===== src/rtl/if_fetch_stage.sv =====
// Instruction-fetch stage: owns the PC, issues one imem request at a time and
// registers each fetched {pc, instr} pair into the IF/ID slot.
module if_fetch_stage #(
    parameter logic [63:0] RESET_PC  = 64'h0000_0000_0000_0000,
    parameter logic [31:0] NOP_INSTR = 32'h0000_0013
) (
    input  logic        clk,
    input  logic        rst_n,
    output logic [63:0] add_src1_o,
    output logic [63:0] add_src2_o,
    input  logic [63:0] add_sum_i,
    input  logic        redirect_valid_i,
    input  logic [63:0] redirect_pc_i,
    output logic        imem_req_valid_o,
    input  logic        imem_req_ready_i,
    output logic [63:0] imem_addr_o,
    input  logic        imem_rsp_valid_i,
    input  logic [31:0] imem_rsp_data_i,
    output logic        if_id_valid_o,
    output logic [63:0] if_id_pc_o,
    output logic [31:0] if_id_instr_o,
    input  logic        if_id_ready_i
);

    typedef enum logic [1:0] {
        S_REQ,
        S_WAIT,
        S_DROP
    } state_e;

    state_e      state_q, state_d;
    logic [63:0] pc_q, pc_d;
    logic        slot_valid_q, slot_valid_d;
    logic [63:0] slot_pc_q, slot_pc_d;
    logic [31:0] slot_instr_q, slot_instr_d;
    logic        req_valid;
    logic        rsp_load;

    always_ff @(posedge clk) begin
        if (!rst_n) begin
            state_q <= S_REQ;
        end else begin
            state_q <= state_d;
        end
    end

    always_comb begin
        state_d = state_q;
        if (redirect_valid_i) begin
            // An outstanding request still owes us a response; DROP swallows it.
            unique case (state_q)
                S_REQ:   state_d = S_REQ;
                S_WAIT:  state_d = imem_rsp_valid_i ? S_REQ : S_DROP;
                S_DROP:  state_d = imem_rsp_valid_i ? S_REQ : S_DROP;
                default: state_d = S_REQ;
            endcase
        end else begin
            unique case (state_q)
                S_REQ:   if (req_valid && imem_req_ready_i) state_d = S_WAIT;
                S_WAIT:  if (imem_rsp_valid_i) state_d = S_REQ;
                S_DROP:  if (imem_rsp_valid_i) state_d = S_REQ;
                default: state_d = S_REQ;
            endcase
        end
    end

    always_comb begin
        req_valid = rst_n && (state_q == S_REQ) && (!slot_valid_q || if_id_ready_i)
                    && !redirect_valid_i;
        rsp_load  = (state_q == S_WAIT) && imem_rsp_valid_i && !redirect_valid_i;
    end

    always_comb begin
        pc_d         = pc_q;
        slot_valid_d = slot_valid_q;
        slot_pc_d    = slot_pc_q;
        slot_instr_d = slot_instr_q;
        if (redirect_valid_i) begin
            pc_d         = {redirect_pc_i[63:2], 2'b00};
            slot_valid_d = 1'b0;
            slot_instr_d = NOP_INSTR;
        end else if (rsp_load) begin
            pc_d         = add_sum_i;
            slot_valid_d = 1'b1;
            slot_pc_d    = pc_q;
            slot_instr_d = imem_rsp_data_i;
        end else if (slot_valid_q && if_id_ready_i) begin
            slot_valid_d = 1'b0;
            slot_instr_d = NOP_INSTR;
        end
    end

    always_ff @(posedge clk) begin
        if (!rst_n) begin
            pc_q         <= RESET_PC;
            slot_valid_q <= 1'b0;
            slot_pc_q    <= '0;
            slot_instr_q <= NOP_INSTR;
        end else begin
            pc_q         <= pc_d;
            slot_valid_q <= slot_valid_d;
            slot_pc_q    <= slot_pc_d;
            slot_instr_q <= slot_instr_d;
        end
    end

    assign add_src1_o       = pc_q;
    assign add_src2_o       = 64'd4;
    assign imem_addr_o      = pc_q;
    assign imem_req_valid_o = req_valid;
    assign if_id_valid_o    = slot_valid_q;
    assign if_id_pc_o       = slot_pc_q;
    assign if_id_instr_o    = slot_instr_q;

endmodule


===== config.mk =====
export PLATFORM = sky130hd
export DESIGN_NAME = if_fetch_stage
export DESIGN_NICKNAME = d
export VERILOG_FILES = /design/src/rtl/if_fetch_stage.sv
export SDC_FILE = /design/constraint.sdc
export NUM_CORES = 1
export LEC_CHECK = 0
export CORE_AREA = 4 4 174 176
export CTS_CLUSTER_SIZE = 12
export DETAILED_ROUTE_END_ITERATION = 16
export DIE_AREA = 0 0 178 180
export PLACE_DENSITY = 0.6
export RECOVER_POWER = 25
export SYNTH_ARGS = -nofsm -noshare
export SYNTH_HDL_FRONTEND = slang
export SYNTH_SLANG_ARGS = --single-unit

===== constraint.sdc =====
create_clock -name clk -period 1.9 [get_ports clk]
set_clock_uncertainty 0.2 [all_clocks]
set_input_delay 0.38 -clock clk [delete_from_list [all_inputs] [get_ports clk]]
set_output_delay 0.38 -clock clk [all_outputs]
set_load 0.02 [all_outputs]

==> results of run 1 <==
## registers in the layout (all words and copies together) (netlist names)
signal,count
state_q,2
add_src1_o,64
if_id_instr_o,32
if_id_pc_o,64
if_id_valid_o,1
## worst min-delay path: cells and delay by family (launching register included)
family / cells / cell delay, ns
and+or+nand+nor: 1 / 0.05
AOI/OAI and AO/OA: 1 / 0.05
DFF: 1 / 0.31
## cell type report
class / instances / area, µm² / share of cell area, %
Timing Repair Buffer: 435 / 4030 / 35.3
Sequential cell: 163 / 3270 / 28.6
Multi-Input combinational cell: 559 / 3080 / 26.9
Tap cell: 384 / 480 / 4.20
Clock buffer: 19 / 433 / 3.79
Clock inverter: 12 / 125 / 1.09
Inverter: 3 / 13.8 / 0.120
## logic make-up after synthesis
group                    share of synthesized area [%]
AO/OA/AOI/OAI                                     17.9
AND/OR/NAND/NOR                                   11.4
buffers and inverters                             17.5
flip-flops                                        44.3
multiplexers                                      8.43
adder cells (fa/ha/maj)                          0.340
other                                            0.102
## routing by layer
metal	wire length, µm	up-vias	global-route usage (%)
li1	-	3326	-
met1	10600	3096	18.3
met2	12700	273	26.3
met3	2100	16	4.81
met4	382	0	3.87
met5	0	-	0
## cell usage after synthesis
cell type	instances	area share, %
dfxtp_1	163	44
clkbuf_2	1	0.068
a21boi_1	1	0.10
nand3_1	29	2.0
a21boi_0	63	6.4
nand3b_2	1	0.15
a21oi_1	93	6.3
nand2_1	161	8.2
nand2b_1	1	0.085
buf_2	25	1.7
nor2b_1	3	0.25
o21ai_0	61	4.1
o211a_1	1	0.14
ha_1	2	0.34
o21ai_1	5	0.34
inv_1	2	0.10
mux2i_1	62	8.4
buf_1	2	0.10
o221a_2	3	0.46
clkbuf_1	23	1.2
and3b_1	1	0.12
clkinv_1	1	0.051
buf_4	134	14
and3_1	1	0.085
nor3b_1	3	0.31
buf_6	4	0.61
nor2_1	3	0.15
conb_1	2	0.10
or3_1	1	0.085
## power by group through the flow
stage	Combinational [mW]	Sequential, mW	Clock [mW]
after floorplan	0.740	3.81	0
after CTS	1.37	3.65	3.48
after global routing	1.45	3.67	3.61
after global placement	1.49	3.74	0
final	1.36	3.65	3.33
after detailed placement	1.50	3.74	0
## stage by stage
stage,hold slack (ns),instance area (µm²),power [mW],worst slack (ns),cells
2_1_floorplan,0.253,7600,4.55,0.331,914
3_3_place_gp,0.241,11200,5.23,-0.603,1543
3_5_place_dp,0.256,11200,5.23,-0.606,1543
4_1_cts,0.249,11500,8.50,-0.0211,1574
5_1_grt,0.261,11400,8.73,0.0102,1575
6_report,0.258,11400,8.34,0.0643,1575
## path summary, 6_finish.rpt
| check | from | endpoint | slack, ns | cells after the start |
|---|---|---|---|---|
| worst max-delay path | state_q[1]$_SDFFE_PN0P_ | imem_req_valid_o | 0.06 | 4 |
| worst min-delay path | if_id_pc_o[45]$_SDFFE_PN0P_ | if_id_pc_o[45]$_SDFFE_PN0P_ | 0.26 | 2 |
| worst max register to register | state_q[1]$_SDFFE_PN0P_ | add_src1_o[5]$_SDFFE_PN0P_ | 0.09 | 6 |
| worst min register to register | if_id_pc_o[45]$_SDFFE_PN0P_ | if_id_pc_o[45]$_SDFFE_PN0P_ | 0.26 | 2 |
## what timing repair did
item,in CTS,in global routing
gates resized for setup,237,8
buffers inserted,0,1
endpoints found under the setup margin,226,4
pin swaps,0,1
==> reports/metrics.yaml, run 1 <==
cts:
  clockBufferDepth: 2
  cts_tree: "yes"
  path_clk_slew_ns: 0.06
  clock_latency_ns: 0.41
  ctsHtreeMaxLevel: 4
  cts_made_buffers: 17
  root_buffer: "clkbuf_16"
  cts.sinks: 163
  holdBufCountCts: 0
floorplan:
  ios: 456
  die_y_um: 180
  start_util_pct: 25.7
  rows: 62
  core-area_mm2: 0.0286
  die_w_um: 178
  die-area_mm2: 0.0320
hold_path:
  hp-class: "reg -> reg"
global_route:
  grt.total_usage_pct: 15.2
  grt_pass1_vias: 6556
  grt_pass1_wl_um: 38600
  gr-total-overflow: 0
  grt_max_degree: 71
  grt_antenna_before_repair: 0
layout:
  final_cell_mix: "dlygate4sd2_1 (225), nand2_1 (160), dfxtp_1 (160), clkdlybuf4s50_1 (160), a21oi_1 (93)"
  area_delta_synth_final_pct: 55.3
  fin_nets: 1347
  final_layout_size_suffix_gt1_share_pct: 7.22
  n_fill_cell: 2996
  layout_commonest_cell: "dlygate4sd2_1"
  antennaDiodeCount: 0
  fin_util_pct: 40.0
yosys:
  syn_area_mm2: 0.00736
  yosys_register_bits: 163
  synth_area_per_cell_um2: 8.64
  ys_seq_area_share_pct: 44.3
  syn-instance-count: 852
  ys_warn_count: 0
  ys_types: 29
routing:
  via_per_inst: 4.26
  drtIter0Drc: 206
  drtPass1Iterations: 4
  wl_per_cell_um: 16.3
  drc: 0
  dr_total_vias: 6711
  drt-total-wl_um: 25700
  antenna_left: 0
power_and_ir_drop:
  vdd_drop_max_mv: 0.457
  p_per_area_mw_per_mm2: 729
  p_leak_nw: 5.43
  internal-power_mw: 6.00
  seqPwrFrac_pct: 43.8
  p_sw_mw: 2.34
  combPwrFrac_pct: 16.3
  swShare_pct: 28.0
  clkPwrFrac_pct: 39.9
job:
  maxCapViolations: 0
worst_setup_path:
  cp_num_buf_inv: 2
  crit_family: "flip-flops"
  arrival_ns: 1.26
  crit_slowest_cell: "dfxtp_2"
  critical_path_class: "reg -> out"
  critPathLaunchType: "register"
  slowest_delay_ns: 0.32
  worstSetupEndpointType: "primary output"
  critical_path.max_fanout: 2
  worstPathCellList: "inv_2, ha_2, and3_4, buf_6"
  required_ns: 1.32
placement:
  dp_hpwl_um: 19000
  portBuffers: 389
  gp_congestion: 0.775
sta:
  worstMarginPinSlew_ns: 0.565
  fmaxAchievable_ghz: 0.545
  period_share_pct: 96.6
  hold_viol_final: 0
  rsz0062_at_grt: "no"
  report.final.slew_viol_count: 0
  slew_headroom_pct: 62.3
  finalSetupTns_ns: 0
  setup_viol: 0
  period_needed_ns: 1.84
run_status:
  status: "completed"
Note: power is estimated with default switching activity, not from simulation.
==> inputs of run 2 (changes only) <==
Settings changed: ABC_CLOCK_PERIOD_IN_PS from default to 1900, CTS_CLUSTER_DIAMETER from default to 150, SLEW_MARGIN from default to 20.
==> results of run 2 <==
No change in the layout: final DEF, timing and power equal those of run 1.
